## src/rtl/step_counter_gen2.sv

```systemverilog
// Programmable up/down step counter with prescaled tick, load, overflow pulse and previous-value monitor.
// Optional build macro STEP_COUNTER_SAT_EN: saturate at the range limits instead of wrapping.
module step_counter_gen2 #(
    parameter int WIDTH    = 8,
    parameter int DIVW     = 26,
    parameter int DIV_SLOW = 50000000,
    parameter int DIV_FAST = 5000000
) (
    input  logic             clk,
    input  logic             rst,
    input  logic             en,
    input  logic             speed,
    input  logic             dir,
    input  logic [WIDTH-1:0] step,
    input  logic             load,
    input  logic [WIDTH-1:0] value,
    output logic [WIDTH-1:0] count,
    output logic [WIDTH-1:0] monitor_signal,
    output logic             tick,
    output logic             ovf
);

    localparam logic [DIVW-1:0] TERM_SLOW = DIVW'(DIV_SLOW - 1);
    localparam logic [DIVW-1:0] TERM_FAST = DIVW'(DIV_FAST - 1);
    localparam logic [DIVW-1:0] DIV_ONE   = {{(DIVW-1){1'b0}}, 1'b1};

    logic [DIVW-1:0]  div_cnt_r;
    logic [WIDTH-1:0] count_r;
    logic [WIDTH-1:0] monitor_r;
    logic             ovf_r;
    logic [DIVW-1:0]  term_s;
    logic             tick_s;
    logic [WIDTH:0]   step_res_s;

    // Result bit WIDTH carries the carry/borrow flag; lower bits hold the new count.
    function automatic logic [WIDTH:0] step_result(
        input logic [WIDTH-1:0] cur,
        input logic [WIDTH-1:0] amt,
        input logic             down
    );
        logic [WIDTH:0] raw;
        raw = down ? ({1'b0, cur} - {1'b0, amt}) : ({1'b0, cur} + {1'b0, amt});
`ifdef STEP_COUNTER_SAT_EN
        raw[WIDTH-1:0] = raw[WIDTH] ? (down ? {WIDTH{1'b0}} : {WIDTH{1'b1}}) : raw[WIDTH-1:0];
`endif
        return raw;
    endfunction

    // Tick decode; >= lets a rate change below the current prescaler value tick at once.
    always_comb begin
        term_s     = speed ? TERM_FAST : TERM_SLOW;
        tick_s     = en & ~load & (div_cnt_r >= term_s);
        step_res_s = step_result(count_r, step, dir);
    end

    // Prescaler, counter, monitor and overflow state; load outranks tick and ignores en.
    always_ff @(posedge clk) begin
        if (rst) begin
            div_cnt_r <= {DIVW{1'b0}};
            count_r   <= {WIDTH{1'b0}};
            monitor_r <= {WIDTH{1'b0}};
            ovf_r     <= 1'b0;
        end else if (load) begin
            div_cnt_r <= {DIVW{1'b0}};
            count_r   <= value;
            monitor_r <= count_r;
            ovf_r     <= 1'b0;
        end else if (tick_s) begin
            div_cnt_r <= {DIVW{1'b0}};
            count_r   <= step_res_s[WIDTH-1:0];
            monitor_r <= count_r;
            ovf_r     <= step_res_s[WIDTH];
        end else if (en) begin
            div_cnt_r <= div_cnt_r + DIV_ONE;
            ovf_r     <= 1'b0;
        end else begin
            ovf_r     <= 1'b0;
        end
    end

    assign count          = count_r;
    assign monitor_signal = monitor_r;
    assign tick           = tick_s;
    assign ovf            = ovf_r;

endmodule
```

## config.mk

```make
export PLATFORM = sky130hd
export DESIGN_NAME = step_counter_gen2
export DESIGN_NICKNAME = d
export VERILOG_FILES = /design/src/rtl/step_counter_gen2.sv
export SDC_FILE = /design/constraint.sdc
export NUM_CORES = 1
export LEC_CHECK = 0
export CORE_MARGIN = 1
export CORE_UTILIZATION = 49
export DETAILED_ROUTE_END_ITERATION = 10
export PLACE_DENSITY = 0.76
export SYNTH_ARGS = -nofsm -noshare
export SYNTH_HDL_FRONTEND = slang
export SYNTH_SLANG_ARGS = --single-unit
```

## constraint.sdc

```tcl
create_clock -name clk -period 2.5 [get_ports clk]
set_clock_uncertainty 0.1 [all_clocks]
set_input_delay 0.5 -clock clk [delete_from_list [all_inputs] [get_ports clk]]
set_output_delay 0.5 -clock clk [all_outputs]
set_load 0.005 [all_outputs]
```

==> Word-level counts from Yosys, hierarchy flattened <==
Cells that the tools add are included.
{ "totals": {"regBits": 43, "out_inout_bits": 18, "elab_cells": 21, "input_bits": 22} }
{ "op_classes": {"muxes": 6, "bitwise": 4, "order_cmp": 1, "n_reduce_logical": 3, "addsub": 3} }
{ "op_table": {"columns": ["operator", "n"], "rows": [
  ["two-way mux 8 bit", 4],
  ["adder 26 x 1 -> 26 bit, second input constant", 1],
  [">= comparator 26 bit", 1],
  ["two-way mux 26 bit", 1],
  ["adder 8 x 8 -> 9 bit", 1],
  ["two-way mux 9 bit", 1],
  ["subtractor 8 x 8 -> 9 bit", 1],
  ["OR reduction 3 bit", 2],
  ["bitwise AND 1 bit", 2],
  ["NOT 1 bit", 2],
  ["nonzero test 2 bit", 1]
]} }

==> Logic depth before layout (Yosys ltp) <==
Gate-level depths: netlist of the first run.
{ "depth": {"depth_word": 5, "depth_mapped": 12, "depth_no_buf": 12} }

==> Least setup slack after synthesis of the first run <==
No wires, ideal clock.
{ "synth_timing": {"path_kind": "input-to-reg", "from": "input dir", "to": "register ovf_r (netlist: ovf)", "required_time_ps": 2284, "setup_time_ps": 116, "path_stages": 9, "path_slack_ps": -12, "t_arrival_ps": 2296, "path_buffers": 1, "cell_sequence": "clkbuf_1 > mux2i_1 > fa_1 > a211oi_1 > o21a_1 > o21bai_1 > a21oi_1 > xor2_1 > and3_1"} }
{ "synth_between": {"elab_chain_len": 1} }
{ "synth_lines": {"columns": ["element", "line_no", "source"], "rows": [
  ["start: declaration", "13", "input logic dir,"],
  ["two-way mux 9 bit", "42", "raw = down ? ({1'b0, cur} - {1'b0, amt}) : ({1'b0, cur} + {1'b0, amt});"],
  ["end signal: assignment", "72", "ovf_r <= step_res_s[WIDTH];"],
  ["end: declaration", "30", "logic ovf_r;"]
]} }
Every way passes these cells.
A chain may end at the register's enable or synchronous reset.

==> Worst setup path in the final report of the first run <==
{ "layout_timing": {"from": "input speed", "to": "output tick"} }
{ "layout_between": {"elab_chain_len": 3} }
{ "layout_lines": {"columns": ["element", "line_no", "source"], "rows": [
  ["start: declaration", "12", "input logic speed,"],
  ["two-way mux 26 bit", "51", "term_s = speed ? TERM_FAST : TERM_SLOW;"],
  [">= comparator 26 bit", "52", "tick_s = en & ~load & (div_cnt_r >= term_s);"],
  ["bitwise AND 1 bit", "52", null],
  ["end: declaration", "19", "output logic tick,"]
]} }
Every way passes these cells.

==> results of run 1 <==
[worst paths after layout]
| kind | cells past startpoint | end | start |
|---|---|---|---|
| setup / recovery | 10 | tick | speed |
| hold / removal | 2 | monitor_signal[5] | monitor_signal[5] |
| setup reg to reg | 10 | count[4] | div_cnt_r[15] |
| hold reg to reg | 2 | monitor_signal[5] | monitor_signal[5] |
[registers in the layout, summed over array words and instances (netlist names)]
| register | count |
|---|---|
| count | 8 |
| monitor_signal | 8 |
| div_cnt_r | 26 |
| ovf | 1 |
[cells by family after synthesis]
family / share of synthesized area [%]
flops: 31.0
mux: 0.361
buf+inv: 4.83
compound gates: 17.4
simple gates: 24.9
fa+ha+maj: 11.1
xor+xnor: 10.4
[through the flow]
stage	std cells	setup WS, ns	TNS (ns)
after global routing	496	-0.135	-0.183
after detailed placement	481	-0.932	-21.87
after floorplan	329	0.0237	0
after CTS	493	-0.0437	-0.0437
after global placement	481	-0.873	-18.28
final	496	-0.0656	-0.0656
[report_power, final]
part           switching, uW  leakage [uW]  total, uW  internal [uW]
clock network            259     0.0000484        486            227
registers               18.7      0.000349        718            699
logic                    178       0.00114        390            212
[layout by cell type, fill, tap and decap left out, types with 4 or more instances in the layout]
cell type and n:
o21ai_1 4, dlygate4sd2_1 4, clkbuf_8 6, ha_4 8, ha_1 15, xor2_1 12
nor2_1 52, xnor2_1 21, dfxtp_1 43, nand4b_1 4, buf_12 4, buf_4 60
nand2_1 13, nor3_1 4, o31ai_1 8, a311oi_1 4, nand3_1 13, nand4_1 17
o21a_1 5, clkdlybuf4s50_1 31, inv_1 14, a21oi_1 13
[critical path: stages]
cell	delay, ns
buf_8	0.11
buf_12	0.14
ha_4	0.26
nand4b_1	0.12
buf_4	0.16
buf_4	0.13
o21ai_4	0.15
nand2_2	0.07
a21oi_2	0.17
buf_2	0.14
[final cells by class]
| type | count | area (sq um) | share of cell area [%] |
|---|---|---|---|
| Clock buffer | 7 | 86.3 | 2.16 |
| Clock inverter | 1 | 8.76 | 0.219 |
| Inverter | 15 | 56.3 | 1.41 |
| Multi-Input combinational cell | 256 | 1990 | 49.8 |
| Sequential cell | 43 | 861 | 21.5 |
| Tap cell | 72 | 90.1 | 2.25 |
| Timing Repair Buffer | 102 | 903 | 22.6 |
[per-layer routing]
layer,share of wire (%),global-route usage (%),vias up
li1,-,-,1379
met1,40,29.9,1331
met2,52,50.0,87
met3,4.8,5.83,30
met4,3.6,13.2,0
met5,0,0,-
[timing repair]
item / in CTS / in global routing
setup buffers: 5 / 3
pin swaps: 20 / 20
resized for setup: 46 / 17
endpoints found under the setup margin: 44 / 5
==> metrics.txt, run 1 <==
antenna violations before repair=0; gpl congestion=0.799; yosys warns=0; setup ws final=-0.0656 ns; htree depth=2; number of global-route vias before repair=2781; Initial DRT Pass Iterations=4; WP data arrival=1.97 ns; TritonCTS clock tree=yes; # IOs=40; Seq cells post-synth=43; DR DRC count=0; Max Fclk=390 MHz; Synth area leaders=dfxtp_1, ha_1, nor2_1; Critical Path End Type=primary output; first-pass GRT wire length=12800 microns; IO Port Bufs=39; Placement Cell Area=3640 sq um; synth cell count leaders=nor2_1, dfxtp_1, ha_1, xnor2_1, nand4_1; core area=5470 sq um; CTS max path bufs=2; Tot GR Track Use=27.5%; Synth area leader=dfxtp_1; post-DP HPWL=5500 microns; DRT iter0 DRCs=118; # clock sinks=43; Leakage=0.00153 uW; die width=77.2 microns; WP data required=1.90 ns; failing checks=setup timing; Die Footprint=5960 sq um; mean post-synth cell area=8.43 sq um; final instance area=4000 sq um; clk_lat worst skew=0.31 ns; # rows=27; FILL cells=408; Synth Net Count=375; clk root buf=clkbuf_8; crit start category=input pin; ratio of cells with drive above 1 in the final layout=26.9%; PD cells=399 nW/um^2; final wirelength=8120 microns; Max Cap Viol=0; Post-synth EDFFs=0; status=finished, violations left; Final Util=73.0%; final antenna diode count=0; vias after detailed routing=2827; top cell type's share of synthesized area=31.0%; Max Fanout on Critical Path=7; mapped cell area=2770 sq um; WS Path Type=input pin to primary output; Slew Limit Headroom=70.4%; Vert. Die Dim=77.2 microns; GR Overflow Total=0; WL/cell=16.4 microns; fin crit share=103%; Main synth FF type=dfxtp_1; Final nets=469; final-report max-slew violation count=0; CTS clk-pin slew, worst paths=0.08 ns; Seq/Total Area, Yosys=31.0%; largest net degree at the start of global routing=24; Reg2Reg Setup Slack=0.15 ns; post-synth cell types=55; Worst-Margin Slew=0.441 ns; Area Growth Syn to Fin=44.1%; DR vias/cell=5.70; Final setup viols=1; RSZ-0062 raised after global routing=yes; maximum vdd drop=283 uV; cts hold-fix bufs=0; most frequent cell after synthesis=nor2_1; initial core utilization=50.7%; Final min period=2.57 ns; Final Hold Fails=0; WHS=0.372 ns; Hold Crit Class=flip-flop to flip-flop; Post-Syn Instances=329; ys async rst share=0%; clock buffer count from CTS=5; Pwr Total=1590 uW; post-route ant nets=0
(Power assumes the default switching activity.)
==> inputs of run 2 (changes only) <==
- CORE_UTILIZATION: 49 -> 50
- DONT_BUFFER_PORTS: default -> 1
- PLACE_DENSITY: 0.76 -> 0.68
==> metrics.txt, run 2 (synthesis results as in run 1) <==
# clock sinks=43; DR vias/cell=5.78; Hold Crit Class=input pin to flip-flop; Reg area=862 sq um; CTS max path bufs=2; RSZ-0062 raised after global routing=yes; crit start category=flip-flop; Top reg by flops=div_cnt_r; first-pass GRT wire length=10600 microns; die width=76.5 microns; internal power=1140 uW; WP data required=1.90 ns; WL/cell=14.5 microns; WS Path Type=flip-flop to primary output; DRT iter0 DRCs=82; Vert. Die Dim=76.5 microns; htree depth=2; Leakage=0.00116 uW; # rows=26; Tot GR Track Use=22.4%; TritonCTS clock tree=yes; Final min period=2.44 ns; status=complete, no violations; Worst-Margin Slew=0.555 ns; Place WS=-0.107 ns; leading cell types in the layout, fill and taps excluded=nor2_1, dfxtp_1, ha_1; fin crit share=97.7%; Max Cap Viol=0; CTS clk-pin slew, worst paths=0.08 ns; largest net degree at the start of global routing=24; clock buffer count from CTS=5; power share of the combinational group=14.5%; vias after detailed routing=2388; CP Launch Point=div_cnt_r[17]; non-filler cells in the finished layout=413; Final nets=388; gpl congestion=0.771; DR DRC count=0; most common cell after layout, fill and taps aside=nor2_1; IO Port Bufs=0; switching component of the power=366 uW; final instance area=3090 sq um; cts hold-fix bufs=0; Max Fanout on Critical Path=5; WHS=0.154 ns; final-report max-slew violation count=0; Sw Ratio=24.4%; final wirelength=6000 microns; worst r2r src=div_cnt_r[17]; number of global-route vias before repair=2369; area occupied by multi-input gates=1800 sq um; clk_lat worst skew=0.30 ns; Die Footprint=5850 sq um; Pwr Total=1500 uW; post-route ant nets=0; final antenna diode count=0; Clk pwr share=37.7%; # IOs=40; Placement Cell Area=2950 sq um; sequential share of power=47.8%; placed cells=404; core area=5240 sq um; maximum vdd drop=265 uV; antenna violations before repair=0; Final Hold Fails=0; Critical Path End Type=primary output; WP data arrival=1.84 ns; initial core utilization=52.9%; Initial DRT Pass Iterations=4; ratio of cells with drive above 1 in the final layout=13.7%; Area Growth Syn to Fin=11.4%; Final setup viols=0; GR Overflow Total=0; post-DP HPWL=4470 microns; setup ws final=0.0581 ns; Slew Limit Headroom=62.8%; FILL cells=486; max FFs per register=26; PD cells=487 nW/um^2; Max Fclk=410 MHz; Hold Path Origin=rst; clk root buf=clkbuf_8
-- run 2: changes by cell type in the layout (fill, tap and decap cells not counted), moves of 3 or more --
cell / change
buf_4: -40
clkdlybuf4s50_1: -31
ha_1: +8
ha_4: -8
dlygate4sd2_1: -4
buf_12: -3
-- run 2: what timing repair did --
action	4_1_cts	5_1_grt
pin swaps	4	0
resized for setup	5	1
endpoints found under the setup margin	1	1
buffers inserted	1	0
-- run 2: final timing paths --
check / end / slack (ns) / cells past startpoint
max: tick / 0.06 / 6
min: count[7] / 0.15 / 1
max reg2reg: div_cnt_r[4] / 0.26 / 10
min reg2reg: monitor_signal[2] / 0.38 / 2
-- run 2: power groups by stage --
stage          Sequential [uW]  Combinational (uW)  Clock [uW]
2_1_floorplan              728                 166           0
3_3_place_gp               735                 214           0
3_5_place_dp               735                 218           0
4_1_cts                    719                 220         574
5_1_grt                    721                 247         599
6_report                   719                 218         567
-- run 2: layout make-up --
cell class              count  area share (%)
well taps                  70            2.84
clock buffers               6            2.67
repair buffers             21            5.51
clock inverters             2            1.13
flip-flops and latches     43            27.9
inverters                  15            1.82
multi-input cells         256            58.1
-- run 2: worst max-delay path: stages, from the launching register on --
cell,delay (ns)
dfxtp_2,0.36
ha_1,0.30
nand4b_1,0.17
nor2_2,0.16
o221ai_2,0.13
a21bo_2,0.25
a21oi_2,0.17
-- run 2: routing by layer --
metal  vias up  track usage [%]  part of all wire, %
li1       1214                -                    -
met3         9             5.63                  4.7
met2        43             40.0                   50
met4         0             7.12                  1.7
met1      1122             25.9                   44
met5         -                0                    0
-- run 2: stage by stage --
stage / utilization [%] / setup TNS (ns)
2_1_floorplan: - / 0
3_3_place_gp: 56.3 / -0.0389
3_5_place_dp: 56.3 / -0.159
4_1_cts: 59.0 / 0
5_1_grt: 59.0 / -0.0541
6_report: 59.0 / 0
